### src/rtl/kgp_pkg.sv
// ============================================================================
//  Module      : kgp_pkg
//  Description : Shared types and encodings for the KGP-RISC multi-cycle
//                sequencer: FSM states, instruction classes, opcode/funct
//                values, ALU function codes and branch condition codes.
//  Revision    : 1.0 - initial release
// ============================================================================
`default_nettype none

package kgp_pkg;

    // Sequencer states
    typedef enum logic [2:0] {
        ST_IDLE   = 3'd0,
        ST_FETCH  = 3'd1,
        ST_DECODE = 3'd2,
        ST_EXEC   = 3'd3,
        ST_MEM    = 3'd4,
        ST_WB     = 3'd5,
        ST_ERROR  = 3'd6
    } state_t;

    // Instruction classes seen by the sequencer
    typedef enum logic [2:0] {
        CLS_R      = 3'd0,
        CLS_I      = 3'd1,
        CLS_LD     = 3'd2,
        CLS_ST     = 3'd3,
        CLS_BRANCH = 3'd4
    } iclass_t;

    // Opcodes (irout[31:26])
    localparam logic [5:0] OP_RTYPE   = 6'b000000;
    localparam logic [5:0] OP_I_LAST  = 6'b011010;
    localparam logic [5:0] OP_MOVE    = 6'b011010;
    localparam logic [5:0] OP_LD      = 6'b100001;
    localparam logic [5:0] OP_ST      = 6'b100010;
    localparam logic [5:0] OP_BR      = 6'b110000;
    localparam logic [5:0] OP_BMI     = 6'b110001;
    localparam logic [5:0] OP_BPL     = 6'b110010;
    localparam logic [5:0] OP_BZ      = 6'b110011;

    // R-type funct range (irout[5:0])
    localparam logic [5:0] FUNCT_FIRST = 6'd1;
    localparam logic [5:0] FUNCT_LAST  = 6'd10;

    // ALU function codes
    localparam logic [3:0] ALU_ADD = 4'd0;
    localparam logic [3:0] ALU_SUB = 4'd1;
    localparam logic [3:0] ALU_AND = 4'd2;
    localparam logic [3:0] ALU_OR  = 4'd3;
    localparam logic [3:0] ALU_XOR = 4'd4;
    localparam logic [3:0] ALU_NOT = 4'd5;
    localparam logic [3:0] ALU_SLA = 4'd6;
    localparam logic [3:0] ALU_SLL = 4'd7;
    localparam logic [3:0] ALU_SRA = 4'd8;
    localparam logic [3:0] ALU_SRL = 4'd9;
    localparam logic [3:0] ALU_BRT = 4'b1010;

    // Branch condition codes
    localparam logic [1:0] OPC_BPL  = 2'b00;
    localparam logic [1:0] OPC_BMI  = 2'b01;
    localparam logic [1:0] OPC_BZ   = 2'b10;
    localparam logic [1:0] OPC_NONE = 2'b11;

endpackage : kgp_pkg

`default_nettype wire

### src/rtl/kgp_instr_decode.sv
// ============================================================================
//  Module      : kgp_instr_decode
//  Description : Combinational instruction classifier. Maps the IR contents
//                to instruction class, ALU function, branch condition and an
//                illegal-instruction flag.
//  Revision    : 1.0 - initial release
// ============================================================================
`default_nettype none

module kgp_instr_decode
    import kgp_pkg::*;
(
    input  logic [31:0] instr,
    output iclass_t     iclass,
    output logic [3:0]  alufunc,
    output logic [1:0]  opcond,
    output logic        is_br,
    output logic        illegal
);

    logic [5:0] w_op;
    logic [5:0] w_funct;
    logic [5:0] w_funct_m1;

    assign w_op       = instr[31:26];
    assign w_funct    = instr[5:0];
    assign w_funct_m1 = w_funct - 6'd1;

    // Classify on the two top opcode bits, then validate the exact opcode
    always_comb begin
        iclass  = CLS_R;
        alufunc = ALU_ADD;
        opcond  = OPC_NONE;
        is_br   = 1'b0;
        illegal = 1'b1;
        case (w_op[5:4])
            2'b00: begin
                if ((w_op == OP_RTYPE) && (w_funct >= FUNCT_FIRST) && (w_funct <= FUNCT_LAST)) begin
                    iclass  = CLS_R;
                    alufunc = w_funct_m1[3:0];
                    illegal = 1'b0;
                end
            end
            2'b01: begin
                if (w_op <= OP_I_LAST) begin
                    iclass  = CLS_I;
                    // MOVE is an add of the immediate to the source
                    alufunc = (w_op == OP_MOVE) ? ALU_ADD : w_op[3:0];
                    illegal = 1'b0;
                end
            end
            2'b10: begin
                if (w_op == OP_LD) begin
                    iclass  = CLS_LD;
                    illegal = 1'b0;
                end else if (w_op == OP_ST) begin
                    iclass  = CLS_ST;
                    illegal = 1'b0;
                end
            end
            default: begin
                iclass  = CLS_BRANCH;
                alufunc = ALU_BRT;
                illegal = 1'b0;
                case (w_op)
                    OP_BR:   is_br  = 1'b1;
                    OP_BMI:  opcond = OPC_BMI;
                    OP_BPL:  opcond = OPC_BPL;
                    OP_BZ:   opcond = OPC_BZ;
                    default: illegal = 1'b1;
                endcase
            end
        endcase
    end

endmodule : kgp_instr_decode

`default_nettype wire

### src/rtl/kgp_multicycle_sequencer.sv
// ============================================================================
//  Module      : kgp_multicycle_sequencer
//  Description : Moore FSM sequencing the KGP-RISC multi-cycle datapath
//                through FETCH/DECODE/EXEC/MEM/WB with imem/dmem ready
//                handshakes, a wait timeout and a sticky error state.
//                Optional performance counters when KGP_SEQ_PERF_EN is
//                defined (cycle_cnt, instret_cnt).
//  Revision    : 1.0 - initial release
// ============================================================================
`default_nettype none

module kgp_multicycle_sequencer
    import kgp_pkg::*;
#(
    parameter int MEM_TIMEOUT = 255,
    parameter int PERF_W      = 32
) (
    input  logic        clk,
    input  logic        reset,
    input  logic        run,
    input  logic [31:0] irout,
    input  logic        imem_ready,
    input  logic        dmem_ready,
    output logic        readim,
    output logic        ldir,
    output logic        ldnpc,
    output logic        ldA,
    output logic        ldB,
    output logic        ldimm,
    output logic [1:0]  opcond,
    output logic        alusel1,
    output logic        alusel2,
    output logic        aluen,
    output logic        ldaluout,
    output logic [3:0]  alufunc,
    output logic        regwrite,
    output logic        writedmem,
    output logic        readdmem,
    output logic        ldlmd,
    output logic        selwb,
    output logic        branch,
    output logic        ldpc,
    output logic        halted,
    output logic        error
`ifdef KGP_SEQ_PERF_EN
    ,
    output logic [PERF_W-1:0] cycle_cnt,
    output logic [PERF_W-1:0] instret_cnt
`endif
);

    localparam int               c_to_w    = (MEM_TIMEOUT < 2) ? 1 : $clog2(MEM_TIMEOUT + 1);
    localparam logic [c_to_w-1:0] c_to_last = c_to_w'(MEM_TIMEOUT - 1);
    localparam logic             c_to_en   = (MEM_TIMEOUT != 0);

    state_t              r_state;
    state_t              w_next_state;
    state_t              w_retire_state;
    logic [c_to_w-1:0]   r_to_cnt;
    logic                w_waiting;
    logic                w_timeout;
    logic                w_enter_wait;

    iclass_t             w_iclass;
    logic [3:0]          w_alufunc;
    logic [1:0]          w_opcond;
    logic                w_is_br;
    logic                w_illegal;

    kgp_instr_decode u_decode (
        .instr   (irout),
        .iclass  (w_iclass),
        .alufunc (w_alufunc),
        .opcond  (w_opcond),
        .is_br   (w_is_br),
        .illegal (w_illegal)
    );

    // A retiring instruction goes back to FETCH, or parks in IDLE once run drops
    assign w_retire_state = run ? ST_FETCH : ST_IDLE;

    assign w_waiting    = ((r_state == ST_FETCH) && !imem_ready) ||
                          ((r_state == ST_MEM)   && !dmem_ready);
    assign w_timeout    = c_to_en && w_waiting && (r_to_cnt == c_to_last);
    assign w_enter_wait = (w_next_state != r_state) &&
                          ((w_next_state == ST_FETCH) || (w_next_state == ST_MEM));

    // State register
    always_ff @(posedge clk) begin
        if (reset) begin
            r_state <= ST_IDLE;
        end else begin
            r_state <= w_next_state;
        end
    end

    // Wait-cycle counter: restarts on each FETCH/MEM entry, counts unready cycles
    always_ff @(posedge clk) begin
        if (reset || w_enter_wait) begin
            r_to_cnt <= '0;
        end else if (w_waiting && !w_timeout) begin
            r_to_cnt <= r_to_cnt + 1'b1;
        end
    end

    // Next-state logic
    always_comb begin
        w_next_state = r_state;
        case (r_state)
            ST_IDLE: begin
                if (run) w_next_state = ST_FETCH;
            end
            ST_FETCH: begin
                if (imem_ready)     w_next_state = ST_DECODE;
                else if (w_timeout) w_next_state = ST_ERROR;
            end
            ST_DECODE: begin
                w_next_state = w_illegal ? ST_ERROR : ST_EXEC;
            end
            ST_EXEC: begin
                case (w_iclass)
                    CLS_BRANCH:    w_next_state = w_retire_state;
                    CLS_LD, CLS_ST: w_next_state = ST_MEM;
                    default:       w_next_state = ST_WB;
                endcase
            end
            ST_MEM: begin
                if (dmem_ready)     w_next_state = (w_iclass == CLS_LD) ? ST_WB : w_retire_state;
                else if (w_timeout) w_next_state = ST_ERROR;
            end
            ST_WB: begin
                w_next_state = w_retire_state;
            end
            default: begin
                w_next_state = ST_ERROR;
            end
        endcase
    end

    // Output decode from state and IR; everything quiet while reset is asserted
    always_comb begin
        readim    = 1'b0;
        ldir      = 1'b0;
        ldnpc     = 1'b0;
        ldA       = 1'b0;
        ldB       = 1'b0;
        ldimm     = 1'b0;
        opcond    = OPC_NONE;
        alusel1   = 1'b0;
        alusel2   = 1'b0;
        aluen     = 1'b0;
        ldaluout  = 1'b0;
        alufunc   = ALU_ADD;
        regwrite  = 1'b0;
        writedmem = 1'b0;
        readdmem  = 1'b0;
        ldlmd     = 1'b0;
        selwb     = 1'b0;
        branch    = 1'b0;
        ldpc      = 1'b0;
        halted    = 1'b1;
        error     = 1'b0;
        if (!reset) begin
            case (r_state)
                ST_IDLE: begin
                    halted = 1'b1;
                end
                ST_FETCH: begin
                    halted = 1'b0;
                    readim = 1'b1;
                    ldir   = imem_ready;
                    ldnpc  = imem_ready;
                end
                ST_DECODE: begin
                    halted = 1'b0;
                    ldA    = 1'b1;
                    ldB    = 1'b1;
                    ldimm  = 1'b1;
                end
                ST_EXEC: begin
                    halted   = 1'b0;
                    aluen    = 1'b1;
                    ldaluout = 1'b1;
                    alufunc  = w_alufunc;
                    case (w_iclass)
                        CLS_R: begin
                            alusel1 = 1'b1;
                            alusel2 = 1'b0;
                        end
                        CLS_BRANCH: begin
                            alusel1 = 1'b0;
                            alusel2 = 1'b1;
                            opcond  = w_opcond;
                            branch  = w_is_br;
                            ldpc    = 1'b1;
                        end
                        default: begin
                            alusel1 = 1'b1;
                            alusel2 = 1'b1;
                        end
                    endcase
                end
                ST_MEM: begin
                    halted = 1'b0;
                    if (w_iclass == CLS_LD) begin
                        readdmem = 1'b1;
                        ldlmd    = dmem_ready;
                    end else begin
                        writedmem = 1'b1;
                        ldpc      = dmem_ready;
                    end
                end
                ST_WB: begin
                    halted   = 1'b0;
                    regwrite = 1'b1;
                    ldpc     = 1'b1;
                    selwb    = (w_iclass == CLS_LD);
                end
                default: begin
                    halted = 1'b1;
                    error  = 1'b1;
                end
            endcase
        end
    end

`ifdef KGP_SEQ_PERF_EN
    // Active-cycle counter: every cycle spent outside IDLE
    always_ff @(posedge clk) begin
        if (reset) begin
            cycle_cnt <= '0;
        end else if (r_state != ST_IDLE) begin
            cycle_cnt <= cycle_cnt + 1'b1;
        end
    end

    // Retired-instruction counter: one per ldpc pulse
    always_ff @(posedge clk) begin
        if (reset) begin
            instret_cnt <= '0;
        end else if (ldpc) begin
            instret_cnt <= instret_cnt + 1'b1;
        end
    end
`endif

endmodule : kgp_multicycle_sequencer

`default_nettype wire

### config.mk
export PLATFORM = sky130hd
export DESIGN_NAME = kgp_multicycle_sequencer
export DESIGN_NICKNAME = d
export VERILOG_FILES = /design/src/rtl/kgp_pkg.sv /design/src/rtl/kgp_instr_decode.sv /design/src/rtl/kgp_multicycle_sequencer.sv
export SDC_FILE = /design/constraint.sdc
export NUM_CORES = 1
export LEC_CHECK = 0
export CAP_MARGIN = 5
export CORE_ASPECT_RATIO = 2
export CORE_UTILIZATION = 46
export DETAILED_ROUTE_END_ITERATION = 12
export PLACE_DENSITY = 0.88
export SLEW_MARGIN = 20
export SYNTH_ARGS = -nofsm -noshare
export SYNTH_HDL_FRONTEND = slang
export SYNTH_HIERARCHICAL = 1
export SYNTH_SLANG_ARGS = --single-unit
### constraint.sdc
create_clock -name clk -period 3.9 [get_ports clk]
set_input_delay 0.78 -clock clk [delete_from_list [all_inputs] [get_ports clk]]
set_output_delay 0.78 -clock clk [all_outputs]
set_load 0.1 [all_outputs]
After elaboration in Yosys (flattened, before gate mapping) --
Index checks and enable logic that the tools add are counted.
Word-level totals: register bits after elaboration 11, bits of input ports 37, output and inout port bits 25
Operators by class: add/subtract/negate cells 2, order comparisons 3, eq/ne operators 21, muxes and demuxes 70, reduce and logical (&&, ||, !) cells 22
Operators with widths (number):
- $mux 1 | 46
- $eq 6x6->1 const B | 6
- $mux 3 | 7
- $mux 4 | 5
- $pmux 3 s6 | 1
- $eq 3x2->1 const B | 4
- $eq 3x3->1 const B | 4
- $pmux 4 s3 | 1
- $mux 2 | 5
- $pmux 3 s3 | 1
- $add 8x1->8 const B | 1
- $eq 8x8->1 const B | 1
- $logic_and 1x1->1 | 7
- $eq 3x1->1 const B | 2
- $eq 6x5->1 const B | 1
- $ge 6x1->1 const B | 1
- $le 6x4->1 const B | 1
- $le 6x5->1 const B | 1
- $logic_not 3->1 | 2
- $logic_not 6->1 | 1
- $pmux 1 s3 | 2
- $pmux 2 s3 | 1
- $pmux 3 s2 | 1
- $reduce_or 6->1 | 1
- 11 further kinds | 15

Logic depth before layout (Yosys ltp) --
word-level depth 12, depth in mapped cells 12, mapped depth without buffers 11

Modules after synthesis --
Netlist, hierarchy kept.
By module, submodules not included:
- kgp_multicycle_sequencer | instances 1, cells each 127, area an instance 1104.8 µm², seq. area each 220.2 µm²
- kgp_instr_decode | instances 1, cells each 47, area an instance 291.5 µm², seq. area each 0.0 µm²

Worst setup path after synthesis --
Ideal clock, no wire load.
path type input-to-output, start point in irout[27], end point out ldlmd, arrival time 4801 ps, data required time 3120 ps, setup slack -1681 ps, cell stages on the path 6, buffers on the path 1, cells stage by stage clkbuf_1 > xor2_1 > and3b_1 > nor3b_1 > nand2_1 > nor4_1
On the way: cells in the longest elaborated chain, start to end 8, elaborated cells between the ends (all ways) 11
Ends and longest elaborated chain:
- from (decl) | line kgp_multicycle_sequencer.sv:21 | input logic [31:0] irout,
- $eq 6x6->1 | line kgp_instr_decode.sv:56 | end else if (w_op == OP_ST) begin
- $mux 2 | line kgp_instr_decode.sv:56
- $mux 3 (*) | line kgp_instr_decode.sv:53 | if (w_op == OP_LD) begin
- $pmux 3 s3 (*) | line kgp_instr_decode.sv:36 | case (w_op[5:4])
- named net w_iclass[1] | line kgp_multicycle_sequencer.sv:64 | iclass_t w_iclass;
- $eq 3x2->1 (*) | line kgp_multicycle_sequencer.sv:205 | if (w_iclass == CLS_LD) begin
- $mux 1 (*) | line kgp_multicycle_sequencer.sv:205
- $mux 1 (*) | line kgp_multicycle_sequencer.sv:164 | case (r_state)
- $mux 1 (*) | line kgp_multicycle_sequencer.sv:163 | if (!reset) begin
- to (decl) | line kgp_multicycle_sequencer.sv:39 | output logic ldlmd,
The timed path passes the listed nets; every way through them passes the cells marked *.

Final worst setup path --
Ends and elaborated chain as after synthesis.

==> results.sh <==
export IMPL_globalplace_congestion=0.858
export IMPL_synth_avg_cell_area_um2=8.02
export IMPL_synthCells=174
export IMPL_leakage_nw=0.727
export IMPL_synth_seq_area_share_pct=15.8
export IMPL_grt_total_usage_pct=26.3
export IMPL_crit_fanout=8
export IMPL_syn_nets=216
export IMPL_status="complete, no violations"
export IMPL_syn_cell_area_um2=1400
export IMPL_final_nets=257
export IMPL_crit_path_end_kind="primary output"
export IMPL_final_cell_mix="buf_12, clkdlybuf4s50_1, nand2_1, buf_4, dfxtp_1"
export IMPL_grt_pass1_wl_um=6090
export IMPL_grt_start_max_net_pins=19
export IMPL_synth_edf_count=0
export IMPL_pre_cts_ws_ns=0.232
export IMPL_fin_ws_ns=0.198
export IMPL_die_x_um=41.0
export IMPL_grt_pass1_vias=1479
export IMPL_post_route_period_util_pct=94.9
export IMPL_crit_chain="clkdlybuf4s50_1, xor2_1, and3b_1, nor3b_1, nand2_1, nor4_2, buf_12"
export IMPL_drive_gt1_share_pct=31.3
export IMPL_period_needed_ns=3.70
export IMPL_num_vias=1483
export IMPL_final_max_slew_violation_count=0
export IMPL_ctsRootBufferMaster="clkbuf_8"
export IMPL_crit_required_ns=3.12
export IMPL_hp_class="reg -> reg"
export IMPL_crit_path_max_incr_delay_ns=0.62
export IMPL_drv_cap=0
export IMPL_htreeDepth=1
export IMPL_core_um2=2910
export IMPL_drt_pass1_iter_count=4
export IMPL_met3_usage_pct=2.23
export IMPL_use_met2_pct=50.9
export IMPL_fin_area_um2=2090
export IMPL_fmax_mhz=270
export IMPL_drc=0
export IMPL_die_area_um2=3270
export IMPL_crit_type="in -> out"
export IMPL_met1_usage_pct=22.0
export IMPL_port_buffers=41
export IMPL_ys_warn_count=6
export IMPL_die_h_um=79.9
export IMPL_synth_seq_cells=11
export IMPL_start_util_pct=48.0
export IMPL_grt_overflow_total=0
export IMPL_drtIter0Drc=33
export IMPL_whs_ns=0.586
export IMPL_cp_start_kind="input pin"
export IMPL_fin_skew_ns=0.00363
export IMPL_clock_sinks=11
export IMPL_antenna_found_initial=0
export IMPL_syn2layout_area_growth_pct=49.7
export IMPL_fin_util_pct=71.9
export IMPL_worst_pin_slew_ns=0.680
export IMPL_vdd_drop_max_mv=0.170
export IMPL_postPlaceCellArea_um2=2040
export IMPL_cp_top_family="simple AND/OR/NAND/NOR gates"
export IMPL_detail_route_wl_per_cell_um=16.2
export IMPL_grt_busiest_layer="met2"
export IMPL_crit_slowest_cell="clkdlybuf4s50_1"
export IMPL_cts_hold_buf=0
export IMPL_path_clk_slew_ns=0.05
export IMPL_dp_cells=240
export IMPL_relSlewSlack_pct=54.5
export IMPL_antenna_left=0
export IMPL_yosysUniqueCellTypes=50
export IMPL_cts_tree="built"
export IMPL_cts_setup_buffers=0
export IMPL_wl_um=3950
export IMPL_arrival_ns=2.92
export IMPL_ioPinCount=62
export IMPL_layout_commonest_cell="buf_12"
export IMPL_clockBufferDepth=2
export IMPL_dp_final_hpwl_um=3250
export IMPL_cp_num_buf_inv=2
export IMPL_antennaDiodeCount=0
export IMPL_ys_async_sr_fraction_pct=0
export IMPL_hold_viol_final=0
export IMPL_numCtsBuffers=3
export IMPL_avgViaCountPerCell=6.08
export IMPL_clkLatencyLatePin_ns=0.25
export IMPL_synthFlopType="dfxtp_1"
export IMPL_setup_tns_ns=0
export IMPL_final_cell_count_no_fill=244
export IMPL_num_rows=28
export IMPL_ctsResizeCount=0
export IMPL_setup_viol=0
export IMPL_p_per_area_nw_per_um2=233
export IMPL_total_power_uw=487
export IMPL_rsz0062_at_grt="false"
==> synthesized netlist by cell type (all sizes together), types with 2 or more instances <==
cell	n	area share, %
o21bai	2	1.3
a211oi	9	7.7
buf	9	5.0
nor2b	9	4.0
xnor2	10	6.3
nor4b	3	2.3
nand3	8	3.2
o31a	2	1.3
and3	2	0.90
xor2	2	1.3
nor3b	7	4.8
nor2	10	2.7
inv	6	1.6
ha	5	4.5
a21oi	7	2.5
nor3	13	5.7
o31ai	3	2.6
nand2	11	3.0
nand2b	5	2.2
or2	3	1.3
and2	6	2.7
nor4	5	2.2
clkbuf	2	0.54
dfxtp	11	16
o21ai	10	3.6
==> worst reg2reg max path: cells and delay by family, from the launching register on <==
family / cells / cell delay, ns
AO/OA/AOI/OAI: 3 / 0.77
flip-flops: 1 / 0.72
AND/OR/NAND/NOR: 2 / 0.67
==> state kept, by name, summed over array words and instances, names as in the netlist <==
name      cells
r_to_cnt      8
r_state       3
==> where the power goes <==
part           switching, mW  leakage [nW]  internal, mW  total (mW)
sequential            0.0103        0.0891         0.117       0.128
clock                 0.0480        0.0255        0.0706       0.119
combinational          0.152         0.613        0.0887       0.241
==> final timing paths <==
| check | start | to | slack, ns | depth (start not counted) |
|---|---|---|---|---|
| setup / recovery | irout[27] | ldlmd | 0.20 | 7 |
| hold / removal | r_to_cnt[7] | r_to_cnt[7] | 0.59 | 2 |
| setup reg to reg | r_state[1] | r_to_cnt[1] | 1.66 | 5 |
| hold reg to reg | r_to_cnt[7] | r_to_cnt[7] | 0.59 | 2 |
==> logic make-up (layout without fill, tap and decap cells) <==
group	after synthesis	count (layout)	share of synthesized area, %
compound gates	39	39	24.6
xor+xnor	12	12	7.53
fa+ha+maj	5	5	4.48
buf+inv	17	57	7.17
flops	11	11	15.8
mux	1	1	0.717
simple gates	89	89	39.7
==> metal layers <==
layer,share of wire [%],wire length [um],vias to the layer above
li1,-,-,709
met1,32,1250,707
met2,61,2400,54
met3,3.9,156,13
met4,3.6,142,0
met5,0,0,-
==> area by class of cell <==
class | instances | area [um2]
multi-input combinational | 146 | 1120
fill | 211 | 817
timing repair buffer | 47 | 643
sequential | 11 | 220
clock buffer | 3 | 41.3
tap | 30 | 37.5
inverter | 6 | 22.5
clock inverter | 1 | 5.00
Note: power is estimated with default switching activity, not from simulation.
